<file path="src/rtl/serial_frame_deser.sv">
// ----------------------------------------------------------------------------
// serial_frame_deser
//
// Purpose:
//   Assembles a strobed serial bit stream into parallel words. A frame is a
//   start bit (1), WIDTH data bits sent MSB first, and a stop bit (0). The
//   line idles at 0. Good words are offered on a valid/ready handshake.
//   A bad stop bit raises a one-cycle frame_err pulse. A good frame that
//   arrives while the previous word is still unconsumed is dropped, and a
//   one-cycle overrun pulse is raised instead.
//
// Ports:
//   clk        in   rising-edge clock, shared with the upstream sampling flop
//   clear      in   asynchronous active-low reset
//   bit_en     in   bit strobe; din is only looked at when this is 1
//   din        in   serial data, already synchronous to clk
//   data_out   out  WIDTH  last good word, MSB = first data bit received
//   data_valid out  data_out holds a word that has not been consumed yet
//   data_ready in   consumer takes the word on an edge where data_valid=1
//   frame_err  out  one-cycle pulse after a stop bit sampled as 1
//   overrun    out  one-cycle pulse after a good frame was dropped
//   busy       out  high while a frame is in progress (SHIFT or STOP)
// ----------------------------------------------------------------------------
module serial_frame_deser #(
   parameter int WIDTH = 8
) (
   input  logic             clk,
   input  logic             clear,
   input  logic             bit_en,
   input  logic             din,
   output logic [WIDTH-1:0] data_out,
   output logic             data_valid,
   input  logic             data_ready,
   output logic             frame_err,
   output logic             overrun,
   output logic             busy
);

   localparam int CNT_W = (WIDTH > 1) ? $clog2(WIDTH) : 1;
   localparam logic [CNT_W-1:0] LAST_BIT = CNT_W'(WIDTH - 1);

   typedef enum logic [1:0] {
      IDLE  = 2'd0,
      SHIFT = 2'd1,
      STOP  = 2'd2
   } state_t;

   state_t           r_state;
   state_t           w_nextState;
   logic [CNT_W-1:0] r_bitCnt;
   logic [WIDTH-1:0] r_shreg;
   logic [WIDTH-1:0] r_dataOut;
   logic             r_dataValid;
   logic             r_frameErr;
   logic             r_overrun;

   logic             w_busy;
   logic             w_stopStrobe;
   logic             w_goodStop;
   logic             w_canLoad;
   logic             w_load;
   logic             w_overrunEvt;
   logic             w_frameErrEvt;
   logic             w_accept;

   // State register. Clearing mid-frame drops straight back to IDLE, which
   // throws away whatever has been shifted so far; no partial word escapes
   // because only the STOP strobe ever loads data_out.
   always_ff @(posedge clk or negedge clear) begin
      if (!clear) begin
         r_state <= IDLE;
      end else begin
         r_state <= w_nextState;
      end
   end

   // Next-state logic. Nothing moves without a strobe, so any number of
   // non-strobed cycles between bits simply freezes the frame in place.
   // STOP always returns to IDLE, so a start bit on the very next strobe
   // is picked up without any mandatory idle bit.
   always_comb begin
      w_nextState = r_state;
      if (bit_en) begin
         case (r_state)
            IDLE: begin
               if (din) begin
                  w_nextState = SHIFT;
               end
            end
            SHIFT: begin
               if (r_bitCnt == LAST_BIT) begin
                  w_nextState = STOP;
               end
            end
            STOP: begin
               w_nextState = IDLE;
            end
            default: begin
               w_nextState = IDLE;
            end
         endcase
      end
   end

   // Output decode. The stop strobe resolves into exactly one of three
   // outcomes: load, overrun or framing error. A consumer accepting on the
   // same edge as a good stop bit frees the slot, so that case loads the
   // new word rather than counting as an overrun.
   always_comb begin
      w_busy        = (r_state == SHIFT) || (r_state == STOP);
      w_stopStrobe  = bit_en && (r_state == STOP);
      w_goodStop    = w_stopStrobe && !din;
      w_canLoad     = !r_dataValid || data_ready;
      w_load        = w_goodStop && w_canLoad;
      w_overrunEvt  = w_goodStop && !w_canLoad;
      w_frameErrEvt = w_stopStrobe && din;
      w_accept      = r_dataValid && data_ready;
   end

   // Bit counter and shift register. The counter is zeroed when the start
   // bit is seen, and the shift register needs no clearing at that point
   // since every one of its WIDTH bits is overwritten before STOP.
   always_ff @(posedge clk or negedge clear) begin
      if (!clear) begin
         r_bitCnt <= '0;
         r_shreg  <= '0;
      end else if (bit_en) begin
         case (r_state)
            IDLE: begin
               if (din) begin
                  r_bitCnt <= '0;
               end
            end
            SHIFT: begin
               r_shreg  <= {r_shreg[WIDTH-2:0], din};
               r_bitCnt <= r_bitCnt + CNT_W'(1);
            end
            default: begin
               r_bitCnt <= r_bitCnt;
            end
         endcase
      end
   end

   // Output word and handshake. A load takes priority over an accept, so
   // that valid stays high when a word is consumed and replaced on the same
   // edge. The pulses are rewritten every cycle, so they last one clock.
   always_ff @(posedge clk or negedge clear) begin
      if (!clear) begin
         r_dataOut   <= '0;
         r_dataValid <= 1'b0;
         r_frameErr  <= 1'b0;
         r_overrun   <= 1'b0;
      end else begin
         r_frameErr <= w_frameErrEvt;
         r_overrun  <= w_overrunEvt;
         if (w_load) begin
            r_dataOut   <= r_shreg;
            r_dataValid <= 1'b1;
         end else if (w_accept) begin
            r_dataValid <= 1'b0;
         end
      end
   end

   assign data_out   = r_dataOut;
   assign data_valid = r_dataValid;
   assign frame_err  = r_frameErr;
   assign overrun    = r_overrun;
   assign busy       = w_busy;

endmodule

</file>
<file path="config.mk">
export PLATFORM = sky130hd
export DESIGN_NAME = serial_frame_deser
export DESIGN_NICKNAME = d
export VERILOG_FILES = /design/src/rtl/serial_frame_deser.sv
export SDC_FILE = /design/constraint.sdc
export NUM_CORES = 1
export LEC_CHECK = 0
export CORE_ASPECT_RATIO = 0.75
export CORE_MARGIN = 1.5
export CORE_UTILIZATION = 25
export CTS_BUF_LIST = sky130_fd_sc_hd__clkbuf_16
export CTS_CLUSTER_DIAMETER = 50
export DETAILED_ROUTE_END_ITERATION = 12
export PLACE_DENSITY = 0.54
export SYNTH_ARGS = -nofsm -noshare
export SYNTH_HDL_FRONTEND = slang
export SYNTH_SLANG_ARGS = --single-unit
</file>
<file path="constraint.sdc">
create_clock -name clk -period 1.75 [get_ports clk]
set_clock_uncertainty 0.1 [all_clocks]
set_input_delay 0.35 -clock clk [delete_from_list [all_inputs] [get_ports clk]]
set_output_delay 0.35 -clock clk [all_outputs]
set_load 0.05 [all_outputs]
</file>
==> results of run 1 <==
-- metrics by stage --
| stage | instance area (sq um) | std cells | hold slack [ns] | utilization, % |
|---|---|---|---|---|
| 2_1_floorplan | 1070 | 71 | -0.04559 | - |
| 5_1_grt | 1455 | 154 | 0.3805 | 35.67 |
| 4_1_cts | 1455 | 154 | 0.3535 | 35.67 |
| 3_5_place_dp | 1350 | 150 | 0.3947 | 33.10 |
| 3_3_place_gp | 1350 | 150 | 0.3847 | 33.10 |
| 6_report | 1455 | 154 | 0.3435 | 35.67 |
-- layout make-up --
class / count / share of cell area [%]
clock inverters: 1 / 2.064
repair buffers: 26 / 16.68
clock buffers: 3 / 5.159
multi-input cells: 41 / 29.06
well taps: 55 / 4.729
flip-flops and latches: 24 / 41.27
inverters: 4 / 1.032
-- cell usage in the layout, fill, tap and decap left out --
cell / netlist / final
a21o_1: 1 / 1
a2bb2oi_1: 1 / 1
a31oi_1: 2 / 2
a32o_1: 1 / 1
and3_2: 1 / 1
buf_12: 1 / 3
buf_4: 0 / 19
bufinv_16: 0 / 1
clkbuf_16: 0 / 3
clkdlybuf4s50_1: 0 / 4
dfrtp_1: 24 / 24
ha_1: 5 / 5
inv_1: 4 / 4
mux2_2: 8 / 8
mux2_4: 8 / 8
nand2_1: 3 / 3
nand2_2: 1 / 1
nand2b_1: 2 / 2
nand3b_4: 1 / 1
nor2_1: 1 / 1
nor2b_4: 1 / 1
nor3b_1: 1 / 1
o211ai_1: 2 / 2
o21ai_0: 1 / 1
o2bb2ai_1: 1 / 1
-- metal layers --
layer	track usage, %	share of wire, %	wire length (um)
met4	5.357	1.6	27
met1	10.60	47	823
met3	2.901	3.9	68
met5	0	0	0
met2	14.29	47	817
-- worst paths after layout --
check                                        startpoint                      end  slack (ns)  depth (start not counted)
worst max-delay path             r_state[0]$_DFFE_PN0P_                     busy        0.12                          3
worst min-delay path                              clear  data_out[6]$_DFFE_PN0P_        0.34                          2
worst max register to register   r_state[0]$_DFFE_PN0P_  data_out[1]$_DFFE_PN0P_        0.15                          6
worst min register to register  r_bitCnt[1]$_DFFE_PN0P_  r_bitCnt[1]$_DFFE_PN0P_        0.40                          1
max in group asynchronous                         clear  data_out[2]$_DFFE_PN0P_        0.97                          2
min in group clk                r_bitCnt[1]$_DFFE_PN0P_  r_bitCnt[1]$_DFFE_PN0P_        0.40                          1
-- power groups by stage --
stage          Clock, mW  Combinational (mW)  Sequential [mW]
2_1_floorplan          0               0.460             1.08
3_3_place_gp           0               0.962            0.899
3_5_place_dp           0               0.975            0.903
4_1_cts            0.666               0.976            0.895
5_1_grt            0.693                1.03            0.922
6_report           0.648               0.965            0.891
-- flip-flops by register name, indices dropped and copies added, names as in the netlist --
register    flops
frame_err       1
overrun         1
data_out        8
r_shreg         8
data_valid      1
r_bitCnt        3
r_state         2
-- kinds of logic after synthesis --
family	Yosys count
DFF	24
muxes	16
and+or+nand+nor	11
AOI/OAI and AO/OA	9
buffers and inverters	6
adders and majority gates	5
==> impl_metrics.env, run 1 <==
export IMPL_dp_hpwl_mm=1.282
export IMPL_arrival_ns=1.18
export IMPL_yosys_top_cells_count="dfrtp_1 (24), mux2_2 (8), mux2_4 (8)"
export IMPL_irDropWorstVdd_uv=576.7
export IMPL_dr_pass1_iters=4
export IMPL_numCtsBuffers=3
export IMPL_max_cap_viol_count=0
export IMPL_cts_resized=0
export IMPL_ioPinCount=17
export IMPL_synthCells=71
export IMPL_critPathBufInv=2
export IMPL_post_place_ws_ns=-0.04552
export IMPL_netSwitchingPower_mw=0.8266
export IMPL_grt_remaining_overflow=0
export IMPL_multi_input_area_sq_um=422.9
export IMPL_wire_per_inst_um=11.29
export IMPL_die_x_um=78.54
export IMPL_relSlewSlack_pct=79.49
export IMPL_synth_main_ff_cell="dfrtp_1"
export IMPL_synthAdderAreaFrac_pct=5.848
export IMPL_grt_max_degree=25
export IMPL_power_mw=2.504
export IMPL_grt_pass1_vias=666
export IMPL_setup_viol_count_final=0
export IMPL_area_growth_pct=36.02
export IMPL_antenna_found_initial=0
export IMPL_worst_pin_slew_ns=0.3077
export IMPL_crit_slowest_cell="dfrtp_1"
export IMPL_cp_start_kind="register"
export IMPL_combinationalPowerShare_pct=38.5
export IMPL_fill_cells=401
export IMPL_crit_required_ns=1.30
export IMPL_synth_edf_count=0
export IMPL_fin_crit_sh_pct=93.05
export IMPL_synthTopCellsByArea="dfrtp_1 (56%), mux2_4 (11%), mux2_2 (8.4%)"
export IMPL_timing_fmax_mhz=614.1
export IMPL_htree_levels=1
export IMPL_crit_type="reg2out"
export IMPL_start_util_pct=26.23
export IMPL_drive_above_1_share_pct=46.46
export IMPL_clock_power_share_pct=25.9
export IMPL_ys_seq_area_share_pct=56.14
export IMPL_rsz0062_at_grt="false"
export IMPL_outcome="finished clean"
export IMPL_cp_top_family="flip-flops"
export IMPL_hold_viol=0
export IMPL_synth_xor_area_share_pct=0
export IMPL_final_nets=110
export IMPL_dieArea_sq_um=4685
export IMPL_switching_share_pct=33.01
export IMPL_crit_chain="inv_1, ha_1, buf_12"
export IMPL_drtIter0Drc=26
export IMPL_hold_buffers=0
export IMPL_synthesis_nets=81
export IMPL_leakagePower_nw=0.7249
export IMPL_fin_ws_ns=0.1217
export IMPL_synth_area_sq_um=1070
export IMPL_pwr_density_cell_nw_per_um2=1721
export IMPL_gr_usage_all_layers_pct=8.916
export IMPL_slowest_delay_ns=0.35
export IMPL_yosys_area_top_type="dfrtp_1"
export IMPL_setup_tns_ns=0
export IMPL_clock_latency_ns=0.26
export IMPL_die_y_um=59.65
export IMPL_post_synth_top_count_cell="dfrtp_1"
export IMPL_synth_top_family_by_area="multiplexers"
export IMPL_yosysWarnings=0
export IMPL_grt_pass1_wl_mm=3.056
export IMPL_synth_top_cell_area_share_pct=56.14
export IMPL_portBuffers=16
export IMPL_post_cts_setup_buffer_count=0
export IMPL_cts_root_buf="clkbuf_16"
export IMPL_fin_crit_ns=1.628
export IMPL_drt_wl_total_mm=1.738
export IMPL_coreArea_sq_um=4079
export IMPL_power_internal_mw=1.678
export IMPL_synth_distinct_cells=22
export IMPL_synthSimpleGateAreaFrac_pct=7.719
export IMPL_gp_congestion=0.7793
export IMPL_drc=0
export IMPL_vias=622
export IMPL_rows=20
export IMPL_regArea_sq_um=600.6
export IMPL_ant_nets=0
export IMPL_drv_slew=0
export IMPL_cp_max_fo=3
export IMPL_synthMuxAreaShare_pct=19.65
export IMPL_synth_compound_area_share_pct=6.316
export IMPL_vias_per_cell=4.039
export IMPL_synth_seq_cells=24
export IMPL_cts_sinks=24
export IMPL_hp_class="in2async"
export IMPL_syn_area_per_cell_sq_um=15.07
export IMPL_ys_async_sr_fraction_pct=100.0
export IMPL_cp_end_kind="output port"
export IMPL_cts_tree="built"
export IMPL_p_seq_share_pct=35.6
export IMPL_path_clk_slew_ns=0.06
export IMPL_n_antenna_cell=0
export IMPL_cts_buffer_depth=2
Note: power is estimated with default switching activity, not from simulation.
==> inputs of run 2 (changes only) <==
--- a/config.mk
+++ b/config.mk
@@ -6,7 +6,7 @@
 export NUM_CORES = 1
 export LEC_CHECK = 0
 export CORE_ASPECT_RATIO = 0.75
-export CORE_MARGIN = 1.5
+export CORE_MARGIN = 2
 export CORE_UTILIZATION = 25
 export CTS_BUF_LIST = sky130_fd_sc_hd__clkbuf_16
 export CTS_CLUSTER_DIAMETER = 50
==> run 2 against run 1 <==
Setup slack better by 0.024 ns. Critical endpoint unchanged. Fmax up 1.5%. Die area up 3.0%. Power down 2.2%. Sequential share of layout area up 0.36 points. Worst hold slack better by 0.0083 ns. Critical path depth unchanged.
==> impl_metrics.env, run 2 (same netlist as run 1, synthesis figures left out) <==
export IMPL_crit_required_ns=1.30
export IMPL_crit_chain="inv_1, ha_1, buf_12"
export IMPL_rr_worst_depth=6
export IMPL_gp_congestion=0.6717
export IMPL_timing_fmax_mhz=623.3
export IMPL_portBuffers=16
export IMPL_cts_tree="built"
export IMPL_setup_viol_count_final=0
export IMPL_regArea_sq_um=600.6
export IMPL_antenna_found_initial=0
export IMPL_crit_type="reg2out"
export IMPL_die_y_um=60.65
export IMPL_post_place_ws_ns=-0.06267
export IMPL_path_clk_slew_ns=0.06
export IMPL_gr_usage_all_layers_pct=8.522
export IMPL_grt_pass1_vias=681
export IMPL_max_cap_viol_count=0
export IMPL_grt_max_degree=25
export IMPL_drtIter0Drc=9
export IMPL_dr_pass1_iters=4
export IMPL_worst_pin_slew_ns=0.3047
export IMPL_vias_per_cell=4.156
export IMPL_cts_sinks=24
export IMPL_rsz0062_at_grt="false"
export IMPL_rr_startpoint="r_state[0]$_DFFE_PN0P_"
export IMPL_irDropWorstVdd_uv=557.0
export IMPL_die_x_um=79.54
export IMPL_cp_end_kind="output port"
export IMPL_crit_start="r_state[0]$_DFFE_PN0P_"
export IMPL_hold_buffers=0
export IMPL_cts_resized=0
export IMPL_htree_levels=1
export IMPL_final_common_cell="dfrtp_1"
export IMPL_outcome="finished clean"
export IMPL_ioPinCount=17
export IMPL_fin_ws_ns=0.1456
export IMPL_start_util_pct=26.23
export IMPL_fin_crit_ns=1.604
export IMPL_cts_buffer_depth=2
export IMPL_leakagePower_nw=0.7220
export IMPL_rows=20
export IMPL_crit_slowest_cell="dfrtp_1"
export IMPL_area_growth_pct=34.85
export IMPL_slowest_delay_ns=0.34
export IMPL_drc=0
export IMPL_fill_cells=402
export IMPL_ant_nets=0
export IMPL_fin_crit_sh_pct=91.68
export IMPL_coreArea_sq_um=4079
export IMPL_arrival_ns=1.15
export IMPL_numCtsBuffers=3
export IMPL_dp_hpwl_mm=1.278
export IMPL_vias=640
export IMPL_post_cts_setup_buffer_count=0
export IMPL_pwr_density_cell_nw_per_um2=1698
export IMPL_multi_input_area_sq_um=422.9
export IMPL_cts_root_buf="clkbuf_16"
export IMPL_final_cell_mix="dfrtp_1 (24), buf_4 (20), mux2_4 (8), mux2_2 (8), ha_1 (5)"
export IMPL_drive_above_1_share_pct=46.46
export IMPL_cp_start_kind="register"
export IMPL_relSlewSlack_pct=79.68
export IMPL_grt_remaining_overflow=0
export IMPL_grt_pass1_wl_mm=3.098
export IMPL_drv_slew=0
export IMPL_final_nets=110
export IMPL_clock_latency_ns=0.25
export IMPL_wire_per_inst_um=11.03
export IMPL_n_antenna_cell=0
export IMPL_cp_max_fo=3
export IMPL_drt_wl_total_mm=1.699
export IMPL_power_mw=2.450
export IMPL_dieArea_sq_um=4824
export IMPL_hold_viol=0
export IMPL_hp_class="in2async"
==> run 2: final cells by class <==
cell class,instances,area share (%)
inverter,4,1.041
clock inverter,1,2.082
multi-input combinational,41,29.31
clock buffer,3,5.204
sequential,24,41.63
timing repair buffer,26,15.96
tap,55,4.770
==> run 2: worst paths after layout <==
kind,to,slack [ns]
setup / recovery,busy,0.15
hold / removal,overrun$_DFF_PN0_,0.35
setup reg to reg,data_out[1]$_DFFE_PN0P_,0.15
hold reg to reg,r_bitCnt[2]$_DFFE_PN0P_,0.40
max in group asynchronous,r_bitCnt[2]$_DFFE_PN0P_,0.96
min in group clk,r_bitCnt[2]$_DFFE_PN0P_,0.40
==> run 2: power by group <==
part / total [mW] / internal, mW / switching (mW)
sequential: 0.882 / 0.757 / 0.125
clock: 0.634 / 0.454 / 0.180
combinational: 0.935 / 0.438 / 0.497
total: 2.45 / 1.65 / 0.802
==> run 2: layer usage <==
metal / vias up / share of wire [%] / global-route usage, % / wire length (um)
met5: - / 0 / 0 / 0
met4: 0 / 1.6 / 2.956 / 27
met3: 2 / 3.9 / 2.827 / 67
met2: 11 / 49 / 14.77 / 829
met1: 322 / 45 / 10.14 / 773
li1: 305 / - / - / -
==> run 2: critical path: cells and delay by family, from the launching register on <==
family                     cells  cell delay, ns
adders and majority gates      1            0.33
buffers and inverters          2            0.23
DFF                            1            0.34
==> run 2: through the flow <==
| step | hold WS, ns | setup TNS, ns | cell area (sq um) | util (%) | cells |
|---|---|---|---|---|---|
| 6_report | 0.3518 | 0 | 1443 | 35.37 | 154 |
| 5_1_grt | 0.3863 | 0 | 1443 | 35.37 | 154 |
| 4_1_cts | 0.3592 | 0 | 1443 | 35.37 | 154 |
| 3_5_place_dp | 0.3884 | -0.7142 | 1338 | 32.79 | 150 |
| 3_3_place_gp | 0.3826 | -0.2230 | 1338 | 32.79 | 150 |
| 2_1_floorplan | -0.04559 | 0 | 1070 | - | 71 |
==> inputs of run 3 (changes only) <==
--- a/config.mk
+++ b/config.mk
@@ -5,13 +5,15 @@
 export SDC_FILE = /design/constraint.sdc
 export NUM_CORES = 1
 export LEC_CHECK = 0
+export CELL_PAD_IN_SITES_DETAIL_PLACEMENT = 0
+export CELL_PAD_IN_SITES_GLOBAL_PLACEMENT = 2
 export CORE_ASPECT_RATIO = 0.75
 export CORE_MARGIN = 2
 export CORE_UTILIZATION = 25
 export CTS_BUF_LIST = sky130_fd_sc_hd__clkbuf_16
 export CTS_CLUSTER_DIAMETER = 50
 export DETAILED_ROUTE_END_ITERATION = 12
-export PLACE_DENSITY = 0.54
+export PLACE_DENSITY = 0.67
 export SYNTH_ARGS = -nofsm -noshare
 export SYNTH_HDL_FRONTEND = slang
 export SYNTH_SLANG_ARGS = --single-unit
==> run 3 against run 2 <==
Flip-flop and latch count unchanged. Setup slack got worse by 0.021 ns. Final area about the same. Wire length up 4.0%.
==> impl_metrics.env, run 3 (same netlist as run 1, synthesis figures left out) <==
export IMPL_outcome="finished clean"
export IMPL_crit_required_ns=1.30
export IMPL_timing_fmax_mhz=615.1
export IMPL_cts_tree="built"
export IMPL_drtIter0Drc=37
export IMPL_place_inst=150
export IMPL_cts_buffer_depth=2
export IMPL_final_nets=110
export IMPL_cts_resized=0
export IMPL_fin_util_pct=35.34
export IMPL_coreArea_sq_um=4079
export IMPL_vias=604
export IMPL_final_cells=154
export IMPL_drc=0
export IMPL_setup_viol_count_final=0
export IMPL_start_util_pct=26.23
export IMPL_grt_pass1_wl_mm=3.049
export IMPL_rr_startpoint="r_state[0]$_DFFE_PN0P_"
export IMPL_hold_viol=0
export IMPL_antenna_found_initial=0
export IMPL_leakagePower_nw=0.7152
export IMPL_rr_worst_depth=6
export IMPL_dr_pass1_iters=4
export IMPL_dieArea_sq_um=4824
export IMPL_gr_usage_all_layers_pct=8.622
export IMPL_ant_nets=0
export IMPL_post_cts_setup_buffer_count=0
export IMPL_worst_pin_slew_ns=0.3177
export IMPL_crit_type="reg2out"
export IMPL_cts_root_buf="clkbuf_16"
export IMPL_n_antenna_cell=0
export IMPL_cp_end_kind="output port"
export IMPL_hp_class="in2async"
export IMPL_grt_pass1_vias=629
export IMPL_drv_slew=0
export IMPL_r2r_end="data_out[2]$_DFFE_PN0P_"
export IMPL_vias_per_cell=3.922
export IMPL_wire_per_inst_um=11.47
export IMPL_dp_hpwl_mm=1.289
export IMPL_grt_remaining_overflow=0
export IMPL_rsz0062_at_grt="false"
export IMPL_fin_crit_sh_pct=92.90
export IMPL_htree_levels=1
export IMPL_cp_start_kind="register"
export IMPL_cts_sinks=24
export IMPL_portBuffers=16
export IMPL_path_clk_slew_ns=0.06
export IMPL_area_growth_pct=34.74
export IMPL_pwr_density_cell_nw_per_um2=1647
export IMPL_rows=20
export IMPL_power_mw=2.374
export IMPL_crit_start="r_state[1]$_DFFE_PN0P_"
export IMPL_reg2reg_setup_slack_ns=0.17
export IMPL_hold_buffers=0
export IMPL_die_y_um=60.65
export IMPL_ioPinCount=17
export IMPL_gp_congestion=0.7317
export IMPL_arrival_ns=1.18
export IMPL_relSlewSlack_pct=78.73
export IMPL_crit_path_end="busy"
export IMPL_fin_crit_ns=1.626
export IMPL_cp_max_fo=3
export IMPL_grt_max_degree=25
export IMPL_drt_wl_total_mm=1.767
export IMPL_clock_latency_ns=0.25
export IMPL_die_x_um=79.54
export IMPL_drive_above_1_share_pct=45.45
export IMPL_numCtsBuffers=3
export IMPL_final_common_cell="dfrtp_1"
export IMPL_fill_cells=407
export IMPL_final_cell_mix="dfrtp_1 (24), buf_4 (18), mux2_4 (8), mux2_2 (8), ha_1 (5)"
export IMPL_irDropWorstVdd_uv=454.6
export IMPL_max_cap_viol_count=0
run 3: cell count changes in the layout (fill, tap and decap cells not counted), sizes merged:
cell    change
bufinv      -1
clkinv      +1
run 3: metrics by stage:
stage          cell area (sq um)  TNS, ns  hold WS [ns]  setup WS (ns)
6_report                    1441        0        0.3453         0.1243
5_1_grt                     1441        0        0.3954        0.07374
2_1_floorplan               1070        0      -0.04559         0.2096
4_1_cts                     1441        0        0.3596         0.1223
3_5_place_dp                1363  -0.8704        0.3934        -0.1039
3_3_place_gp                1363  -0.3689        0.3781       -0.05960
run 3: routing by layer:
layer | part of all wire [%] | GRT usage, %
met5 | 0 | 0
met4 | 2.2 | 4.433
met3 | 5.5 | 3.125
met2 | 38 | 12.61
met1 | 54 | 11.36
run 3: worst min-delay path by stage:
stage | start | endpoint | cells after the start
CTS | clear | frame_err$_DFF_PN0_ | 2
finish | clear | frame_err$_DFF_PN0_ | 2
global placement | r_bitCnt[2]$_DFFE_PN0P_ | r_bitCnt[2]$_DFFE_PN0P_ | 1
detailed placement | r_bitCnt[2]$_DFFE_PN0P_ | r_bitCnt[2]$_DFFE_PN0P_ | 1
floorplan | clear | data_out[0]$_DFFE_PN0P_ | 0
global route | clear | frame_err$_DFF_PN0_ | 2
run 3: layout make-up:
| cell class | instances | area (sq um) | share of cell area, % |
|---|---|---|---|
| clock buffers | 3 | 75.07 | 5.208 |
| clock inverters | 1 | 3.754 | 0.2604 |
| inverters | 4 | 15.01 | 1.042 |
| multi-input cells | 41 | 422.9 | 29.34 |
| flip-flops and latches | 24 | 600.6 | 41.67 |
| well taps | 55 | 68.82 | 4.774 |
| repair buffers | 26 | 255.2 | 17.71 |
run 3: power breakdown:
group	switching (mW)	internal [mW]
registers	0.143	0.757
clock network	0.181	0.305
logic	0.500	0.488
total	0.824	1.55
run 3: worst max-delay path, stage by stage (launching register included):
cell	delay [ns]
dfrtp_1	0.38
inv_1	0.07
ha_1	0.31
buf_12	0.16
